### src/rtl/seven_segment_capture_decoder_if.sv
// Seven-segment display bus as seen by the capture decoder.
// master: the display driver (drives Anode/LED_out, observes results).
// slave:  the capture decoder (observes the bus, drives results).
interface seven_segment_capture_decoder_if;
  logic [3:0]  Anode;
  logic [6:0]  LED_out;
  logic [13:0] num_out;
  logic        num_valid;
  logic        changed;
  logic        seg_err;
  logic        range_err;

  modport master (
    output Anode,
    output LED_out,
    input  num_out,
    input  num_valid,
    input  changed,
    input  seg_err,
    input  range_err
  );

  modport slave (
    input  Anode,
    input  LED_out,
    output num_out,
    output num_valid,
    output changed,
    output seg_err,
    output range_err
  );
endinterface

### src/rtl/seven_segment_capture_decoder.sv
// Passive monitor of a multiplexed 4-digit seven-segment bus. Debounces each digit slot,
// decodes segments back to BCD, assembles a frame and converts it to binary with a
// sequential multiply-accumulate.
module seven_segment_capture_decoder #(
  parameter int unsigned SETTLE_CYCLES = 4
) (
  input logic                           clk,
  input logic                           rst,
  seven_segment_capture_decoder_if.slave bus
);

  localparam logic [7:0] SettleVal = SETTLE_CYCLES[7:0];

  typedef enum logic [0:0] {StCollect, StConvert} state_e;

  // Slot decode: index 0 = thousands ... 3 = ones
  logic       w_slot_legal;
  logic [1:0] w_slot_idx;

  // Segment decode
  logic [3:0] w_seg_digit;
  logic       w_seg_bad;

  // Stability tracking
  logic [3:0] r_anode_prev;
  logic [6:0] r_seg_prev;
  logic [7:0] r_cnt;
  logic [7:0] w_cnt_d;
  logic       w_same;
  logic       w_capture;

  // Frame collection
  logic [3:0] r_digit [4];
  logic [3:0] r_seen;
  logic [3:0] w_seen_d;
  logic       r_err_sticky;
  logic       w_err_sticky_d;
  logic       w_frame_start;

  // Conversion FSM and datapath
  state_e      r_state;
  state_e      w_state_d;
  logic [3:0]  r_snap [4];
  logic        r_snap_err;
  logic [13:0] r_acc;
  logic [13:0] w_acc_d;
  logic [1:0]  r_step;
  logic [1:0]  w_step_d;
  logic [13:0] w_mac;

  // Output registers
  logic [13:0] r_num_out;
  logic [13:0] w_num_out_d;
  logic        r_num_valid;
  logic        w_num_valid_d;
  logic        r_changed;
  logic        w_changed_d;
  logic        r_seg_err;
  logic        w_seg_err_d;
  logic        r_range_err;
  logic        w_range_err_d;
  logic        r_first;
  logic        w_first_d;

  // Map the active-low anode pattern to a digit slot; anything else is not a slot.
  always_comb begin
    w_slot_legal = 1'b1;
    w_slot_idx   = 2'd0;
    case (bus.Anode)
      4'b0111: w_slot_idx = 2'd0;
      4'b1011: w_slot_idx = 2'd1;
      4'b1101: w_slot_idx = 2'd2;
      4'b1110: w_slot_idx = 2'd3;
      default: w_slot_legal = 1'b0;
    endcase
  end

  // Decode active-low segments (a..g on bits 6..0) back to BCD.
  always_comb begin
    w_seg_digit = 4'd0;
    w_seg_bad   = 1'b0;
    case (bus.LED_out)
      7'b0000001: w_seg_digit = 4'd0;
      7'b1001111: w_seg_digit = 4'd1;
      7'b0010010: w_seg_digit = 4'd2;
      7'b0000110: w_seg_digit = 4'd3;
      7'b1001100: w_seg_digit = 4'd4;
      7'b0100100: w_seg_digit = 4'd5;
      7'b0100000: w_seg_digit = 4'd6;
      7'b0001111: w_seg_digit = 4'd7;
      7'b0000000: w_seg_digit = 4'd8;
      7'b0000100: w_seg_digit = 4'd9;
      default:    w_seg_bad   = 1'b1;
    endcase
  end

  // Stability counter next state and single-shot capture strobe.
  always_comb begin
    w_same    = (bus.Anode == r_anode_prev) && (bus.LED_out == r_seg_prev);
    w_cnt_d   = 8'd0;
    w_capture = 1'b0;
    if (w_slot_legal) begin
      if (!w_same) begin
        w_cnt_d = 8'd1;
      end else if (r_cnt >= SettleVal) begin
        w_cnt_d = SettleVal;
      end else begin
        w_cnt_d = r_cnt + 8'd1;
      end
      // Fire only on the transition into the settled count, not while saturated.
      w_capture = (w_cnt_d == SettleVal) && !(w_same && (r_cnt == SettleVal));
    end
  end

  // Sample registers and stability counter.
  always_ff @(posedge clk) begin
    if (rst) begin
      r_anode_prev <= 4'd0;
      r_seg_prev   <= 7'd0;
      r_cnt        <= 8'd0;
    end else begin
      r_anode_prev <= bus.Anode;
      r_seg_prev   <= bus.LED_out;
      r_cnt        <= w_cnt_d;
    end
  end

  // Seen mask and sticky error: frame start clears them, a same-edge capture still lands.
  always_comb begin
    w_seen_d       = w_frame_start ? 4'd0 : r_seen;
    w_err_sticky_d = w_frame_start ? 1'b0 : r_err_sticky;
    if (w_capture) begin
      w_seen_d[w_slot_idx] = 1'b1;
      if (w_seg_bad) begin
        w_err_sticky_d = 1'b1;
      end
    end
  end

  // Digit registers, seen mask and sticky frame error.
  always_ff @(posedge clk) begin
    if (rst) begin
      for (int i = 0; i < 4; i++) begin
        r_digit[i] <= 4'd0;
      end
      r_seen       <= 4'd0;
      r_err_sticky <= 1'b0;
    end else begin
      if (w_capture) begin
        r_digit[w_slot_idx] <= w_seg_digit;
      end
      r_seen       <= w_seen_d;
      r_err_sticky <= w_err_sticky_d;
    end
  end

  // acc*10 + digit, with *10 as two shifts; 9999 fits in 14 bits so no overflow.
  assign w_mac = (r_acc << 3) + (r_acc << 1) + {10'd0, r_snap[r_step]};

  assign w_frame_start = (r_state == StCollect) && (r_seen == 4'hF);

  // FSM next state, accumulator steps and result registration.
  always_comb begin
    w_state_d     = r_state;
    w_acc_d       = r_acc;
    w_step_d      = r_step;
    w_num_out_d   = r_num_out;
    w_num_valid_d = 1'b0;
    w_changed_d   = r_changed;
    w_seg_err_d   = r_seg_err;
    w_range_err_d = r_range_err;
    w_first_d     = r_first;
    case (r_state)
      StCollect: begin
        if (w_frame_start) begin
          w_acc_d   = 14'd0;
          w_step_d  = 2'd0;
          w_state_d = StConvert;
        end
      end
      StConvert: begin
        w_acc_d  = w_mac;
        w_step_d = r_step + 2'd1;
        if (r_step == 2'd3) begin
          w_num_out_d   = w_mac;
          w_num_valid_d = 1'b1;
          w_changed_d   = r_first || (w_mac != r_num_out);
          w_seg_err_d   = r_snap_err;
          w_range_err_d = (w_mac > 14'd8191);
          w_first_d     = 1'b0;
          w_state_d     = StCollect;
        end
      end
      default: w_state_d = StCollect;
    endcase
  end

  // FSM state, frame snapshot, accumulator and output registers.
  always_ff @(posedge clk) begin
    if (rst) begin
      r_state     <= StCollect;
      for (int i = 0; i < 4; i++) begin
        r_snap[i] <= 4'd0;
      end
      r_snap_err  <= 1'b0;
      r_acc       <= 14'd0;
      r_step      <= 2'd0;
      r_num_out   <= 14'd0;
      r_num_valid <= 1'b0;
      r_changed   <= 1'b0;
      r_seg_err   <= 1'b0;
      r_range_err <= 1'b0;
      r_first     <= 1'b1;
    end else begin
      if (w_frame_start) begin
        for (int i = 0; i < 4; i++) begin
          r_snap[i] <= r_digit[i];
        end
        r_snap_err <= r_err_sticky;
      end
      r_state     <= w_state_d;
      r_acc       <= w_acc_d;
      r_step      <= w_step_d;
      r_num_out   <= w_num_out_d;
      r_num_valid <= w_num_valid_d;
      r_changed   <= w_changed_d;
      r_seg_err   <= w_seg_err_d;
      r_range_err <= w_range_err_d;
      r_first     <= w_first_d;
    end
  end

  assign bus.num_out   = r_num_out;
  assign bus.num_valid = r_num_valid;
  assign bus.changed   = r_changed;
  assign bus.seg_err   = r_seg_err;
  assign bus.range_err = r_range_err;

endmodule

### src/flat_wrapper.sv
// flat-port wrapper written by rule: the top's interface ports become plain ports
module seven_segment_capture_decoder_flat 
#(
  parameter int unsigned SETTLE_CYCLES = 4
)
  (clk, rst, bus_Anode, bus_LED_out, bus_num_out, bus_num_valid, bus_changed, bus_seg_err, bus_range_err);
  seven_segment_capture_decoder_if bus_i ();
  input logic clk;
  input logic rst;
  input wire logic [$bits(bus_i.Anode)-1:0] bus_Anode;
  input wire logic [$bits(bus_i.LED_out)-1:0] bus_LED_out;
  output wire logic [$bits(bus_i.num_out)-1:0] bus_num_out;
  output wire logic [$bits(bus_i.num_valid)-1:0] bus_num_valid;
  output wire logic [$bits(bus_i.changed)-1:0] bus_changed;
  output wire logic [$bits(bus_i.seg_err)-1:0] bus_seg_err;
  output wire logic [$bits(bus_i.range_err)-1:0] bus_range_err;
  assign bus_i.Anode = bus_Anode;
  assign bus_i.LED_out = bus_LED_out;
  assign bus_num_out = bus_i.num_out;
  assign bus_num_valid = bus_i.num_valid;
  assign bus_changed = bus_i.changed;
  assign bus_seg_err = bus_i.seg_err;
  assign bus_range_err = bus_i.range_err;
  seven_segment_capture_decoder #(.SETTLE_CYCLES(SETTLE_CYCLES)) u_core (.clk(clk), .rst(rst), .bus(bus_i));
endmodule
### config.mk
export PLATFORM = sky130hd
export DESIGN_NAME = seven_segment_capture_decoder_flat
export DESIGN_NICKNAME = d
export VERILOG_FILES = /design/src/rtl/seven_segment_capture_decoder_if.sv /design/src/rtl/seven_segment_capture_decoder.sv /design/src/flat_wrapper.sv
export SDC_FILE = /design/constraint.sdc
export NUM_CORES = 1
export LEC_CHECK = 0
export CORE_ASPECT_RATIO = 1.25
export CORE_MARGIN = 2
export CORE_UTILIZATION = 60
export DETAILED_ROUTE_END_ITERATION = 8
export PLACE_DENSITY = 0.81
export SYNTH_ARGS = -nofsm -noshare
export SYNTH_HDL_FRONTEND = slang
export SYNTH_SLANG_ARGS = --single-unit
### constraint.sdc
create_clock -name clk -period 8.49 [get_ports clk]
set_input_delay 1.698 -clock clk [delete_from_list [all_inputs] [get_ports clk]]
set_output_delay 1.698 -clock clk [all_outputs]
set_load 0.02 [all_outputs]
After elaboration in Yosys (flattened, before gate mapping)
Memory sizes are Yosys's and may differ from the RTL's. A register that Yosys moved wholly into a read port is not among the register bits. Index checks and enable logic that the tools add are counted. Widths: inputs -> output; s select.

Flip-flop bits (word level): 60. RAM bits: 32. Input port bits: 13. Output and inout port bits: 18. Memories: 2.

Memories: u_core.r_digit (depth 4, bits a word 4, rd ports 4, clocked after Yosys merged registers in 0, wr ports 4, line seven_segment_capture_decoder.sv:33) `logic [3:0] r_digit [4];`; u_core.r_snap (depth 4, bits a word 4, rd ports 1, clocked after Yosys merged registers in 1, wr ports 4, line seven_segment_capture_decoder.sv:43) `logic [3:0] r_snap [4];`.

Add/sub/neg operators: 4. Order comparisons: 4. Equality and inequality tests: 21. Mux-type cells: 38. Bitwise logic cells: 7. Reduce and logical (&&, ||, !) cells: 14.

Operators by type and width (number): $pmux 4 s9 (1); $mux 4 (7); $pmux 13 s2 (1); $mux 8 (3); $mux 1 (17); $eq 4x4->1 const B (4); $eq 8x3->1 const B (2); $add 14x14->14 (1); $add 14x4->14 (1); $eq 7x3->1 const B (2); $eq 7x6->1 const B (2); $eq 7x7->1 const B (2); $gt 14x13->1 const B (1); $ne 14x14->1 (1); $mux 13 (1); $reduce_or 10->1 (1); $add 8x1->8 const B (1); $ge 8x3->1 const B (1); $mux 2 (4); $reduce_or 4->1 (2); $eq 7x1->1 const B (1); $eq 7x4->1 const B (1); $eq 7x5->1 const B (1); $eq 7x7->1 (1); other kinds (20) (29).

Logic depth before layout (Yosys ltp)
Gate-level depths: netlist of run 1.

Depth after elaboration: 12. Mapped depth: 12. Gate-level depth less buffers: 12.

Worst setup path before layout of run 1
Ideal clock, no wire load.

Kind: input-to-reg. Start: in bus_Anode[0]. End: mem u_core.r_digit[0][0], enable pin. Library setup time: 307 ps. Arrival time: 2953 ps. Data required time: 8183 ps. Slack: 5230 ps. Stages: 7. Cell sequence: buf_4 > xor2_1 > nor4_2 > nand3_2 > nor2b_4 > nor3b_1 > or2_1.

RTL lines: from (decl) (line flat_wrapper.sv:10) `input wire logic [$bits(bus_i.Anode)-1:0] bus_Anode;`; to (decl) (line seven_segment_capture_decoder.sv:33).

==> impl_metrics.yaml, run 1 <==
synth:
  yosys.area.top_type: "dfxtp_1"
  ys.flop_type: "dfxtp_1"
  synth_edf_count: 32
  ys_ff_latch: 94
  yosysTopAreaCellShare_pct: 25.77
  ys_async_sr_fraction_pct: 0
  yosysSeqAreaShare_pct: 45.71
  synth_area_sq_um: 4817
  avgSynthCellArea_sq_um: 9.811
  ys_warn_count: 0
  synth_cell_type_count: 69
  synth.area.top_cells: "dfxtp_1 (26%), edfxtp_1 (20%), ha_1 (6.5%)"
  netlist_instances: 491
place:
  dpl.hpwl_mm: 7.048
  gp_congestion: 0.8761
  port_buffers: 30
  place_worst_setup_slack_ns: 4.576
cts:
  post_cts_resized: 0
  path_clk_slew_ns: 0.09
  clock_latency_ns: 0.37
  postCtsHoldBufs: 0
  cts.sinks: 94
  cts_setup_buffers: 0
  cts_root_buf: "clkbuf_8"
  cts-buffers-inserted: 9
  cts_tree: "built"
  htree_num_levels: 3
  clock_path_buffers: 2
global_routing:
  grt_pass1_wl_mm: 16.20
  grt.total_usage_pct: 23.17
  overflow: 0
  antenna_found_initial: 0
  grt_max_degree: 55
  grt_pass1_vias: 3497
floorplan:
  ios: 31
  core_area_sq_um: 7792
  die_x_um: 84.14
  initial_core_util_pct: 61.82
  die_area_sq_um: 8766
  die_y_um: 104.2
  rows: 36
power_and_ir_drop:
  irDropWorstVdd_uv: 156.9
  power_switching_share_pct: 22.46
  clockPowerShare_pct: 38.9
  combPwrFrac_pct: 4.8
  power_density_nw_per_um2: 158.4
  p_seq_share_pct: 56.3
  p_leak_nw: 2.108
  power.switching_w: 0.0001897
  internal_power_w: 0.0006547
critical_path:
  end_kind: "register"
  critical_path_class: "register to register"
  reg2reg_slack_ns: 4.81
  crit_arrival_ns: 3.94
  crit_fanout: 4
  path_cells: "mux4_2 > ha_1 > ha_1 > fa_1 > xor2_1 > xnor2_1 > o21ai_2 > a2111oi_4 > nand4_1 > nor4_2 > a31oi_1"
  cp_slowest_stage_delay_ns: 0.55
  cp_top_family: "adder cells"
  crit_path_frequent_cell: "ha_1"
  cp_slowest_cell: "mux4_2"
  critPathLaunchType: "register"
  required_ns: 8.74
  critPathBufInv: 0
sta:
  grt_setup_unrepaired: "false"
  setup_viol: 0
  slew-limit-headroom_pct: 30.08
  fin_crit_ns: 3.685
  fin_tns_setup_ns: 0
  hold_violations: 0
  period_share_pct: 43.40
  max_freq_mhz: 271.4
  slew_viol_final: 0
  setup_ws_ns: 4.805
  clock-skew-final_ns: 0.01264
  max_slew.worst_pin.slew_ns: 1.049
layout:
  layout.nets: 547
  n_fill_cell: 608
  final_common_cell: "dfxtp_1"
  diodes: 0
  syn_to_final_growth_pct: 10.68
  final_layout_size_suffix_gt1_share_pct: 7.617
  final_cell_mix: "dfxtp_1 (62), nor2_1 (55), nand2_1 (47)"
drt:
  drt-total-wl_mm: 9.629
  avgRoutedWirePerCell_um: 15.86
  drtPass1Iterations: 4
  viasPerCell: 5.835
  drc_errors: 0
  drtIter0Drc: 161
  postRouteAntennaNets: 0
  vias: 3542
min_path:
  hold_class: "register to register"
flow_run:
  max_cap_viol_count: 0
outcome:
  status: "finished, final reports clean"
==> cells in the mapped netlist (4+ instances only) <==
library cell and instances:
dfxtp_1 62, nor2_1 55, nand2_1 47, edfxtp_1 32
a21oi_1 30, ha_1 25, inv_1 20, and2_1 19
xor2_1 19, clkbuf_1 15, xnor2_1 15, a22oi_1 14
nor3_1 11, o21ai_0 10, buf_2 9, nor2b_1 9
o21a_1 7, a21o_1 6, o21ai_1 6, mux4_2 4
nand4_1 4, nor3b_1 4
==> worst register-to-register path, delay by kind of cell (launching register included) <==
| kind | cells | cell delay [ns] |
|---|---|---|
| simple gates | 2 | 0.44 |
| flops | 1 | 0.49 |
| fa+ha+maj | 3 | 0.96 |
| xor+xnor | 2 | 0.58 |
| mux | 1 | 0.56 |
| compound gates | 3 | 0.54 |
==> cell families after synthesis <==
logic type,share of synthesized area (%)
AOI/OAI and AO/OA,14.96
xor gates and xnor gates,7.013
adders and majority gates,7.325
buffers and inverters,4.519
DFF,45.71
muxes,1.870
other,0.07785
and+or+nand+nor,18.52
==> power groups by stage <==
stage	combinational, W	sequential (W)	clock (W)
after floorplan	0.0000300	0.000485	0
after CTS	0.0000404	0.000476	0.000330
after global placement	0.0000386	0.000485	0
after detailed placement	0.0000401	0.000486	0
after global routing	0.0000446	0.000476	0.000344
final	0.0000406	0.000475	0.000328
==> flip-flops by register name (all words and copies together), names as in the netlist, named ones only <==
name / count
u_core.bus.changed: 1
u_core.bus.num_out: 14
u_core.bus.num_valid: 1
u_core.bus.range_err: 1
u_core.bus.seg_err: 1
u_core.r_acc: 13
u_core.r_anode_prev: 4
u_core.r_cnt: 8
u_core.r_digit: 16
u_core.r_err_sticky: 1
u_core.r_first: 1
u_core.r_seen: 4
u_core.r_seg_prev: 7
u_core.r_snap: 16
u_core.r_snap_err: 1
u_core.r_state: 1
u_core.r_step: 2
==> routing by layer <==
metal	part of all wire, %	GRT usage, %
met4	2.8	12.79
met1	38	24.95
met3	3.1	2.381
met2	56	43.37
met5	0	0
==> layout make-up <==
| class | count | area, sq um | area share [%] |
|---|---|---|---|
| sequential | 94 | 2202 | 41.30 |
| inverter | 20 | 75.07 | 1.408 |
| timing repair buffer | 31 | 302.8 | 5.679 |
| clock buffer | 9 | 123.9 | 2.323 |
| multi-input combinational | 351 | 2412 | 45.25 |
| tap | 95 | 118.9 | 2.230 |
| clock inverter | 7 | 96.34 | 1.807 |
==> final timing paths <==
kind / from / end / cells after the start
min: u_core.r_snap_err / u_core.bus.seg_err / 2
min reg2reg: u_core.r_snap_err / u_core.bus.seg_err / 2
max: register / u_core.bus.changed / 11
max reg2reg: register / u_core.bus.changed / 11
==> per-stage QoR <==
stage          utilization (%)  instance area (sq um)  hold WS, ns  cells  total power (W)
2_1_floorplan                -                   4832       0.4272    495        0.0005148
3_3_place_gp             65.59                   5111       0.4409    591        0.0005240
3_5_place_dp             65.59                   5111       0.4480    591        0.0005260
4_1_cts                  68.42                   5331       0.4605    607        0.0008464
5_1_grt                  68.42                   5331       0.4789    607        0.0008647
6_report                 68.42                   5331       0.4582    607        0.0008444
Note: power is estimated with default switching activity, not from simulation.
==> inputs of run 2 (changes only) <==
Settings changed: CORE_UTILIZATION 60 to 59, PLACE_DENSITY 0.81 to 0.8.
Clock period 8.49 ns to 3.4 ns, I/O delays scaled along.
==> run 2 against run 1 <==
Compared with the run above: register-to-register slack worse by 4.6 ns; hold slack lost 0.0014 ns; non-clock buffer count is 5 higher; global-route usage decreased by 0.69 points; clock power is 130% higher; cell area rose by 0.63%; largest power group unchanged; count of clock-buffer cells in the layout is 1 higher; core utilization is 0.35 points lower; die area grew 1.6%; highest routed layer unchanged; largest cell class unchanged; clock skew shrank 0.00096 ns.
==> impl_metrics.yaml, run 2 (synthesis results as in run 1) <==
floorplan:
  ios: 31
  die_y_um: 105.0
  initial_core_util_pct: 61.11
  core_area_sq_um: 7883
  rows: 36
  die_x_um: 84.82
  die_area_sq_um: 8908
cts:
  cts-buffers-inserted: 9
  cts.sinks: 94
  cts_setup_buffers: 0
  htree_num_levels: 3
  cts_tree: "built"
  path_clk_slew_ns: 0.10
  clock_latency_ns: 0.38
  clock_path_buffers: 2
  cts_root_buf: "clkbuf_8"
critical_path:
  end_kind: "register"
  critical_path_class: "register to register"
  cp_slowest_cell: "mux4_2"
  cp_slowest_stage_delay_ns: 0.49
  cp_top_family: "adder cells"
  crit_fanout: 3
  required_ns: 3.66
  critPathBufInv: 1
  crit_arrival_ns: 3.49
  crit_path_frequent_cell: "ha_1"
  critPathLaunchType: "register"
  path_cells: "buf_4 > mux4_2 > ha_1 > ha_1 > fa_2 > a21oi_1 > o211ai_1 > o21ai_1 > xor3_1 > o21ai_0 > nor4_2 > a31oi_1"
sta:
  slew-limit-headroom_pct: 46.36
  max_slew.worst_pin.slew_ns: 0.8047
  clock-skew-final_ns: 0.01168
  grt_setup_unrepaired: "false"
  max_freq_mhz: 310.1
  setup_viol: 0
  hold_violations: 0
  fin_crit_ns: 3.225
  setup_ws_ns: 0.1748
  period_share_pct: 94.86
  slew_viol_final: 0
  fin_tns_setup_ns: 0
drt:
  avgRoutedWirePerCell_um: 15.52
  drtPass1Iterations: 5
  postRouteAntennaNets: 0
  drt-total-wl_mm: 9.496
  viasPerCell: 5.838
  drc_errors: 0
  drtIter0Drc: 159
  vias: 3573
place:
  gp_congestion: 0.9494
  dpl.hpwl_mm: 6.857
  place_inst: 596
  place_worst_setup_slack_ns: 0.03233
  port_buffers: 30
outcome:
  status: "finished, final reports clean"
power_and_ir_drop:
  power_density_nw_per_um2: 381.9
  p_leak_nw: 2.120
  irDropWorstVdd_uv: 293.4
  power_w: 0.002049
layout:
  syn_to_final_growth_pct: 11.38
  final_layout_size_suffix_gt1_share_pct: 9.284
  n_fill_cell: 604
  diodes: 0
  layout.nets: 552
  stdcell_count: 612
  final_common_cell: "dfxtp_1"
  final_cell_mix: "dfxtp_1 (61), nor2_1 (55), nand2_1 (47)"
global_routing:
  overflow: 0
  grt.total_usage_pct: 22.48
  grt_pass1_wl_mm: 15.79
  grt_max_degree: 45
  antenna_found_initial: 0
  grt_pass1_vias: 3445
flow_run:
  max_cap_viol_count: 0
min_path:
  hold_class: "register to register"
[run 2: final cells by class]
cell class | count | area [sq um] | area share [%]
inverters | 20 | 75.07 | 1.399
flip-flops and latches | 94 | 2203 | 41.07
repair buffers | 36 | 340.3 | 6.343
multi-input cells | 351 | 2431 | 45.31
well taps | 95 | 118.9 | 2.215
clock inverters | 6 | 68.82 | 1.283
clock buffers | 10 | 127.6 | 2.379
[run 2: worst paths after layout]
check                                     endpoint        startpoint  slack [ns]  cells past startpoint
worst max-delay path            u_core.bus.changed          register        0.17                     12
worst min-delay path              u_core.r_seen[2]  u_core.r_seen[2]        0.46                      2
worst max register to register  u_core.bus.changed          register        0.17                     12
worst min register to register    u_core.r_seen[2]  u_core.r_seen[2]        0.46                      2
[run 2: tightest hold or removal path, delay by kind of cell, from the launching register on]
kind	cells	cell delay, ns
DFF	1	0.32
and+or+nand+nor	1	0.05
AOI/OAI and AO/OA	1	0.05
[run 2: per-stage QoR]
stage                     instance area, sq um  utilization, %  hold WS (ns)
after CTS                                 5353           67.90        0.4563
after global routing                      5365           68.06        0.4795
after global placement                    5149           65.32        0.4382
after floorplan                           4832               -        0.4272
after detailed placement                  5149           65.32        0.4440
final                                     5365           68.06        0.4568
[run 2: repair_timing]
action | in CTS | in global routing
hold buffers | 0 | 0
pin swaps | 0 | 0
setup endpoints to repair | 1 | 4
hold endpoints to repair | 0 | 0
gates resized for setup | 1 | 4
[run 2: routing by layer]
metal	global-route usage (%)	share of wire, %	vias to the layer above
li1	-	-	1755
met1	24.83	40	1693
met2	40.72	53	99
met3	4.028	3.9	26
met4	11.22	2.6	0
met5	0	0	-
[run 2: where the power goes]
part           total [W]  switching (W)  leakage, nW  internal [W]
Clock           0.000761       0.000414       0.0977      0.000347
Combinational   0.000102      0.0000619         1.18     0.0000398
Sequential       0.00119     0.00000683        0.842       0.00118
Total            0.00205       0.000483         2.12       0.00157
